==> src/rtl/display_collector_if.sv <==
// Result-display stream, readout port and status flags between the display
// sequencer / board readout (master) and the collector (slave).
interface display_collector_if #(
    parameter int DATA_W = 8
);
    logic [DATA_W-1:0] disp_data_i;
    logic [2:0]        disp_state_i;
    logic              clear_i;
    logic [3:0]        rd_addr_i;
    logic [DATA_W-1:0] rd_data_o;
    logic              busy_o;
    logic              done_o;
    logic              match_o;
    logic [7:0]        mismatch_mask_o;
    logic              err_o;
    logic [7:0]        frame_cnt_o;

    modport master (
        output disp_data_i, disp_state_i, clear_i, rd_addr_i,
        input  rd_data_o, busy_o, done_o, match_o, mismatch_mask_o, err_o, frame_cnt_o
    );

    modport slave (
        input  disp_data_i, disp_state_i, clear_i, rd_addr_i,
        output rd_data_o, busy_o, done_o, match_o, mismatch_mask_o, err_o, frame_cnt_o
    );
endinterface

==> src/rtl/display_collector.sv <==
// Reassembles the PE / 3x3 / 2x2 result groups into a 12-entry register file
// and cross-checks both alternate paths element-wise against the PE result.
module display_collector #(
    parameter int DATA_W = 8,
    parameter int N_ELEM = 4
) (
    input logic               clk,
    input logic               reset,
    display_collector_if.slave bus
);
    localparam int                DEPTH    = 3 * N_ELEM;
    localparam int                PTR_W    = 4;
    localparam logic [PTR_W-1:0]  LAST_PTR = PTR_W'(DEPTH);
    localparam logic [PTR_W-1:0]  GRP_SIZE = PTR_W'(N_ELEM);

    typedef enum logic [2:0] {
        S_IDLE,
        S_RECV,
        S_CHECK,
        S_DONE,
        S_ERR
    } state_t;

    state_t                  state_q, state_d;
    logic [PTR_W-1:0]        wptr_q, wptr_d;
    logic                    done_q, done_d;
    logic                    match_q, match_d;
    logic [2*N_ELEM-1:0]     mask_q, mask_d;
    logic                    err_q, err_d;
    logic [7:0]              cnt_q, cnt_d;
    logic [DATA_W-1:0]       mem_q [DEPTH];

    logic                    wr_en;
    logic                    clr_mem;
    logic [PTR_W-1:0]        wr_addr;
    logic [2:0]              exp_code;
    logic [2*N_ELEM-1:0]     cmp_mask;

    // Group code the byte at wptr must carry: 1 for PE, 2 for 3x3, 3 for 2x2.
    assign exp_code = 3'(wptr_q / GRP_SIZE) + 3'd1;

    for (genvar gi = 0; gi < N_ELEM; gi++) begin : g_cmp
        assign cmp_mask[gi]          = mem_q[N_ELEM + gi]   != mem_q[gi];
        assign cmp_mask[N_ELEM + gi] = mem_q[2*N_ELEM + gi] != mem_q[gi];
    end

    always_comb begin
        state_d = state_q;
        wptr_d  = wptr_q;
        done_d  = done_q;
        match_d = match_q;
        mask_d  = mask_q;
        err_d   = err_q;
        cnt_d   = cnt_q;
        wr_en   = 1'b0;
        clr_mem = 1'b0;
        wr_addr = wptr_q;

        if (bus.clear_i) begin
            state_d = S_IDLE;
            wptr_d  = '0;
            done_d  = 1'b0;
            match_d = 1'b0;
            mask_d  = '0;
            err_d   = 1'b0;
            clr_mem = 1'b1;
        end else begin
            unique case (state_q)
                S_IDLE: begin
                    if (bus.disp_state_i == 3'd1) begin
                        wr_en   = 1'b1;
                        wr_addr = '0;
                        wptr_d  = PTR_W'(1);
                        state_d = S_RECV;
                    end else if (bus.disp_state_i != 3'd0) begin
                        err_d   = 1'b1;
                        state_d = S_ERR;
                    end
                end
                S_RECV: begin
                    if (wptr_q < LAST_PTR && bus.disp_state_i == exp_code) begin
                        wr_en  = 1'b1;
                        wptr_d = wptr_q + PTR_W'(1);
                    end else if (wptr_q == LAST_PTR && bus.disp_state_i == 3'd4) begin
                        state_d = S_CHECK;
                    end else begin
                        err_d   = 1'b1;
                        state_d = S_ERR;
                    end
                end
                S_CHECK: begin
                    // A new frame may only start once the check has been published.
                    if (bus.disp_state_i == 3'd0 || bus.disp_state_i == 3'd4) begin
                        mask_d  = cmp_mask;
                        match_d = (cmp_mask == '0);
                        done_d  = 1'b1;
                        cnt_d   = cnt_q + 8'd1;
                        state_d = S_DONE;
                    end else begin
                        err_d   = 1'b1;
                        state_d = S_ERR;
                    end
                end
                S_DONE: begin
                    if (bus.disp_state_i == 3'd1) begin
                        done_d  = 1'b0;
                        match_d = 1'b0;
                        mask_d  = '0;
                        wr_en   = 1'b1;
                        wr_addr = '0;
                        wptr_d  = PTR_W'(1);
                        state_d = S_RECV;
                    end else if (bus.disp_state_i != 3'd0 && bus.disp_state_i != 3'd4) begin
                        err_d   = 1'b1;
                        state_d = S_ERR;
                    end
                end
                S_ERR: begin
                    state_d = S_ERR;
                end
                default: begin
                    err_d   = 1'b1;
                    state_d = S_ERR;
                end
            endcase
        end
    end

    always_ff @(posedge clk) begin
        if (reset) begin
            state_q <= S_IDLE;
            wptr_q  <= '0;
            done_q  <= 1'b0;
            match_q <= 1'b0;
            mask_q  <= '0;
            err_q   <= 1'b0;
            cnt_q   <= '0;
        end else begin
            state_q <= state_d;
            wptr_q  <= wptr_d;
            done_q  <= done_d;
            match_q <= match_d;
            mask_q  <= mask_d;
            err_q   <= err_d;
            cnt_q   <= cnt_d;
        end
    end

    always_ff @(posedge clk) begin
        if (reset || clr_mem) begin
            for (int i = 0; i < DEPTH; i++) begin
                mem_q[i] <= '0;
            end
        end else if (wr_en) begin
            mem_q[wr_addr] <= bus.disp_data_i;
        end
    end

    assign bus.rd_data_o       = (bus.rd_addr_i < LAST_PTR) ? mem_q[bus.rd_addr_i] : '0;
    assign bus.busy_o          = (state_q == S_RECV) || (state_q == S_CHECK);
    assign bus.done_o          = done_q;
    assign bus.match_o         = match_q;
    assign bus.mismatch_mask_o = mask_q;
    assign bus.err_o           = err_q;
    assign bus.frame_cnt_o     = cnt_q;
endmodule
==> src/flat_wrapper.sv <==
// flat-port wrapper written by rule: the top's interface ports become plain ports
module display_collector_flat 
#(
    parameter int DATA_W = 8,
    parameter int N_ELEM = 4
)
  (clk, reset, bus_disp_data_i, bus_disp_state_i, bus_clear_i, bus_rd_addr_i, bus_rd_data_o, bus_busy_o, bus_done_o, bus_match_o, bus_mismatch_mask_o, bus_err_o, bus_frame_cnt_o);
  display_collector_if #(.DATA_W(DATA_W)) bus_i ();
  input logic clk;
  input logic reset;
  input wire logic [$bits(bus_i.disp_data_i)-1:0] bus_disp_data_i;
  input wire logic [$bits(bus_i.disp_state_i)-1:0] bus_disp_state_i;
  input wire logic [$bits(bus_i.clear_i)-1:0] bus_clear_i;
  input wire logic [$bits(bus_i.rd_addr_i)-1:0] bus_rd_addr_i;
  output wire logic [$bits(bus_i.rd_data_o)-1:0] bus_rd_data_o;
  output wire logic [$bits(bus_i.busy_o)-1:0] bus_busy_o;
  output wire logic [$bits(bus_i.done_o)-1:0] bus_done_o;
  output wire logic [$bits(bus_i.match_o)-1:0] bus_match_o;
  output wire logic [$bits(bus_i.mismatch_mask_o)-1:0] bus_mismatch_mask_o;
  output wire logic [$bits(bus_i.err_o)-1:0] bus_err_o;
  output wire logic [$bits(bus_i.frame_cnt_o)-1:0] bus_frame_cnt_o;
  assign bus_i.disp_data_i = bus_disp_data_i;
  assign bus_i.disp_state_i = bus_disp_state_i;
  assign bus_i.clear_i = bus_clear_i;
  assign bus_i.rd_addr_i = bus_rd_addr_i;
  assign bus_rd_data_o = bus_i.rd_data_o;
  assign bus_busy_o = bus_i.busy_o;
  assign bus_done_o = bus_i.done_o;
  assign bus_match_o = bus_i.match_o;
  assign bus_mismatch_mask_o = bus_i.mismatch_mask_o;
  assign bus_err_o = bus_i.err_o;
  assign bus_frame_cnt_o = bus_i.frame_cnt_o;
  display_collector #(.DATA_W(DATA_W), .N_ELEM(N_ELEM)) u_core (.clk(clk), .reset(reset), .bus(bus_i));
endmodule
==> config.mk <==
export PLATFORM = sky130hd
export DESIGN_NAME = display_collector_flat
export DESIGN_NICKNAME = d
export VERILOG_FILES = /design/src/rtl/display_collector_if.sv /design/src/rtl/display_collector.sv /design/src/flat_wrapper.sv
export SDC_FILE = /design/constraint.sdc
export NUM_CORES = 1
export LEC_CHECK = 0
export CORE_MARGIN = 4
export CORE_UTILIZATION = 50
export DETAILED_ROUTE_END_ITERATION = 7
export GPL_ROUTABILITY_DRIVEN = 0
export GPL_TIMING_DRIVEN = 0
export PLACE_DENSITY = 0.7
export SETUP_SLACK_MARGIN = 0.3
export SLEW_MARGIN = 20
export SYNTH_ARGS = -nofsm -noshare
export SYNTH_HDL_FRONTEND = slang
export SYNTH_SLANG_ARGS = --single-unit
export TNS_END_PERCENT = 20
==> constraint.sdc <==
create_clock -name clk -period 7.75 [get_ports clk]
set_clock_uncertainty 0.15 [all_clocks]
set_input_delay 1.55 -clock clk [delete_from_list [all_inputs] [get_ports clk]]
set_output_delay 1.55 -clock clk [all_outputs]
set_load 0.05 [all_outputs]
## Word-level counts from Yosys, hierarchy flattened

Memory sizes are Yosys's and may differ from the RTL's.
Index checks and enable logic that the tools add are counted.
Widths: inputs -> output; s select.

| operators by class | value |
|---|---|
| $add $sub $neg | 3 |
| magnitude comparators | 2 |
| eq/ne operators | 30 |
| muxes and demuxes | 44 |
| bitwise operators | 2 |
| reductions and logical operators | 20 |

Operators by type and width:

| cell | number |
|---|---|
| $ne 8x8->1 | 8 |
| $mux 8 | 4 |
| $mux 4 | 6 |
| $mux 3 | 7 |
| $mux 1 | 20 |
| $pmux 8 s2 | 1 |
| $ne 2x1->1 const B | 6 |
| $pmux 3 s4 | 1 |
| $reduce_and 3->1 | 4 |
| $ne 2x2->1 const B | 5 |
| $add 8x1->8 const B | 1 |
| $logic_not 8->1 | 1 |
| $lt 4x4->1 const B | 2 |
| $pmux 4 s2 | 1 |
| $reduce_and 8->1 | 1 |
| $reduce_or 8->1 | 1 |
| $eq 3x1->1 const B | 2 |
| $eq 3x2->1 const B | 2 |
| $eq 3x3->1 const B | 2 |
| $logic_not 3->1 | 2 |
| $ne 3x1->1 const B | 2 |
| $pmux 1 s2 | 3 |
| $pmux 1 s5 | 1 |
| $add 4x1->4 const B | 1 |
| other kinds (10) | 17 |

| storage, ports and cells | value |
|---|---|
| bits in registers | 26 |
| memory bits (writable) | 96 |
| input bits | 18 |
| output and inout port bits | 28 |
| memories | 1 |

Memory list:

| memory | words | bits a word | read ports | clocked after memory_dff | wr ports | line | RTL |
|---|---|---|---|---|---|---|---|
| u_core.mem_q | 12 | 8 | 13 | 0 | 12 | display_collector.sv:31 | `logic [DATA_W-1:0] mem_q [DEPTH];` |

## Depth between registers and ports, before layout

| logic depth | value |
|---|---|
| depth after elaboration | 11 |
| gate-level depth with buffers | 8 |
| gate-level depth less buffers | 7 |

## Worst setup path after synthesis

No wires, ideal clock.

| timing path | value |
|---|---|
| kind | input port to output port |
| from | input port bus_rd_addr_i[0] |
| to | output port bus_rd_data_o[3] |
| data arrival time | 3.293 ns |
| required time | 6.050 ns |
| path slack | 2.757 ns |
| cell stages on the path | 5 |
| path through | clkbuf_1 buf_2 mux4_2 mux2i_1 o22ai_1 |

| between the ends | value |
|---|---|
| longest elaborated chain between the ends | 2 |

RTL lines:

| item | line | RTL |
|---|---|---|
| start, declared | flat_wrapper.sv:14 | `input wire logic [$bits(bus_i.rd_addr_i)-1:0] bus_rd_addr_i;` |
| $mem_v2 12x8 or $lt 4x4->1 (tied branches) | n/a |  |
| $mux 8 * | display_collector.sv:159 | `assign bus.rd_data_o = (bus.rd_addr_i < LAST_PTR) ? mem_q[bus.rd_addr_i] : '0;` |
| end, declared | flat_wrapper.sv:15 | `output wire logic [$bits(bus_i.rd_data_o)-1:0] bus_rd_data_o;` |

Mark *: on every way between the ends. The rest lies on a longest branch, timed or not.

## Worst setup path after layout

| timing path | value |
|---|---|
| from | input port bus_rd_addr_i[0] |
| to | output port bus_rd_data_o[2] |

Same word-level chain as after synthesis.

==> impl_results.md <==
- Fraction of the mapped netlist area in adder cells: 0.781%
- Critical path launch point type: input port
- Slew @ Worst Pin: 1.00 ns
- Crit Path Category: input port to output port
- Final worst slack: 2.22 ns
- Power, Total: 1.64 mW
- Synth Instances: 528
- Starting Density: 51.0%
- Post CTS Setup Buffer Count: 0
- Register area share after synthesis: 53.1%
- Skew-Pair Late Insertion Delay: 0.42 ns
- Share of cells above drive strength 1: 11.5%
- Post-synth EDFFs: 96
- Die width: 121 µm
- H-tree levels: 4
- Vias in the first global route: 4,599
- Die H: 121 µm
- Max Cap Violations: 0
- Fill count: 1,026
- DP HPWL: 12.5 mm
- Period minus WS final: 5.53 ns
- Compound-Gate Fraction of Synth Area: 4.67%
- Commonest non-fill, non-tap cell in the layout: and2_1
- Count of pins over their slew limit: 0
- Top FF cell, synth: edfxtp_1
- Simple-gate share of the synthesized area: 18.6%
- Fin cells: 771
- CTS tree: yes
- WHS: 0.299 ns
- Crit-path max cell delay: 0.74 ns
- Utilization after layout: 60.3%
- Average size of a mapped cell: 12.1 µm²
- RSZ-0062 raised after global routing: false
- Grt ovf: 0
- First-pass GRT wire length: 25.6 mm
- Gr usage total: 24.0%
- Hold Path Class: register to register
- Post_cts resized: 0
- Cell row count: 41
- Relative slew slack: 32.4%
- Hold Vio Cnt, Final: 0
- Total number of yosys warnings: 0
- Die Area: 14,700 µm²
- Final net count: 608
- Slowest cell on crit path: clkdlybuf4s50_1
- Clock sinks: 122
- CTS buffer count: 17
- First-pass DRT Iterations: 5
- # hold bufs at CTS: 0
- Post-route DRC: 0
- Crit path max-delay family: buffers and inverters
- CP Cell Sequence: clkbuf_1, buf_2, mux4_2, mux2i_1, o22ai_1, clkdlybuf4s50_1
- Clock buffer depth: 2
- Max IR drop VDD: 0.105 mV
- Ys async rst share: 0%
- Status: completed
- 1st-iter DRT viols: 399
- Placed Cells: 739
- Post-DP Area: 7020 µm²
- Maximum clock frequency: 181 MHz
- XOR/XNOR share of the synthesized area: 10.4%
- Cells on worst reg2reg path: 5
- WHS Path Cells: 2
- Setup slack at placement: 2.18 ns
- Crit path required time: 6.05 ns
- Ant diodes: 0
- Crit end category: output port
- Largest net degree at the start of global routing: 17
- Setup TNS Final: 0 ns
- WP data arrival: 3.83 ns
- CP max FO: 10
- Final antenna-violating net count: 0
- Root Buffer: clkbuf_16
- Via/cell ratio: 5.78
- I/O pin total: 46
- R2R Setup Slk: 4.63 ns
- Mapped Nets: 550
- Multiplexer share of the synthesized area: 9.99%
- Crit path buf inv count: 3
- Initial antenna violation count: 0
- Yosys reg bits: 122
- Via Count: 4,457
- Synth Cell Area: 6410 µm²
- Post-route cell area: 7580 µm²
- Port Buffers: 39
- CP Depth: 6
- Commonest cells after routing, fill and taps aside: and2_1, edfxtp_1, xnor2_1
- Final setup viols: 0
- Clock Pin Slew Worst Setup and Hold Paths: 0.05 ns
- Pwr dens: 216 nW/µm²
- Syn-to-layout area delta: 18.3%
- Core area: 12,600 µm²
- DRT Wirelength: 16.6 mm
- Largest family of logic cells by synthesized area: simple AND/OR/NAND/NOR gates
- Fin crit share: 71.4%
- Leakage: 2.73 nW
- WL/cell: 21.6 µm
- Unique masters post-synth: 46
[Yosys cell counts, drive strengths merged (2+ instances only)]
cell / count / area (µm²)
and2: 97 / 607
nand4: 12 / 75.1
or4b: 2 / 20.0
mux4: 24 / 541
edfxtp: 96 / 2880
clkbuf: 19 / 71.3
nand2: 13 / 48.8
inv: 12 / 45.0
and3: 2 / 12.5
nand4b: 2 / 17.5
nor2: 30 / 113
xnor2: 45 / 394
o21bai: 2 / 15.0
nor3: 9 / 60.1
ha: 4 / 50.1
nor4b: 2 / 23.8
a41oi: 2 / 17.5
mux2i: 10 / 100
a21oi: 12 / 60.1
nand3: 10 / 50.1
nand3b: 2 / 15.0
nand2b: 3 / 18.8
o22ai: 8 / 50.1
o21ai: 19 / 95.1
buf: 10 / 43.8
a22oi: 2 / 15.0
xor2: 31 / 272
dfxtp: 26 / 521
nor4: 12 / 103
[report_power, final]
group / switching (mW) / internal, mW / total [mW]
Sequential: 0.0293 / 0.728 / 0.758
Combinational: 0.0769 / 0.0573 / 0.134
Clock: 0.285 / 0.463 / 0.748
Total: 0.391 / 1.25 / 1.64
[flip-flops by register name (all words and copies together) (netlist names)]
name                        count
u_core.mem_q                   96
u_core.wptr_q                   4
u_core.bus.done_o               1
u_core.bus.frame_cnt_o          8
u_core.bus.mismatch_mask_o      8
u_core.bus.err_o                1
u_core.bus.match_o              1
u_core.state_q                  3
[metal layers]
metal | part of all wire (%) | up-vias | GRT usage, %
met5 | 0 | - | 0
met1 | 42 | 2212 | 31.4
met2 | 48 | 186 | 38.3
met3 | 7.7 | 35 | 6.20
li1 | - | 2024 | -
met4 | 2.8 | 0 | 9.80
[worst register-to-register path, delay by kind of cell (launching register included)]
family                     cells  cell delay, ns
AOI/OAI and AO/OA              1            0.94
DFF                            1            0.40
adders and majority gates      1            0.27
xor gates and xnor gates       1            0.15
and+or+nand+nor                2            0.83
[worst paths after layout]
path / from / endpoint
worst max-delay path: bus_rd_addr_i[0] / bus_rd_data_o[2]
worst max register to register: u_core.wptr_q[3] / u_core.mem_q[7][7]
worst min-delay path: u_core.bus.mismatch_mask_o[5] / u_core.bus.mismatch_mask_o[5]
worst min register to register: u_core.bus.mismatch_mask_o[5] / u_core.bus.mismatch_mask_o[5]
[kinds of logic after synthesis]
kind of cell / count (synthesis)
AOI/OAI and AO/OA: 51
xor gates and xnor gates: 76
adders and majority gates: 4
buffers and inverters: 41
DFF: 122
muxes: 34
and+or+nand+nor: 200
[area by class of cell]
cell class	instances	area (µm²)	share of cell area, %
Inverter	12	45.0	0.594
Timing Repair Buffer	39	390	5.15
Multi-Input combinational cell	365	2850	37.5
Tap cell	172	215	2.84
Clock inverter	9	58.8	0.775
Sequential cell	122	3400	44.9
Clock buffer	23	510	6.73
Buffer	29	115	1.52
Power figures use the tool's default switching activity.
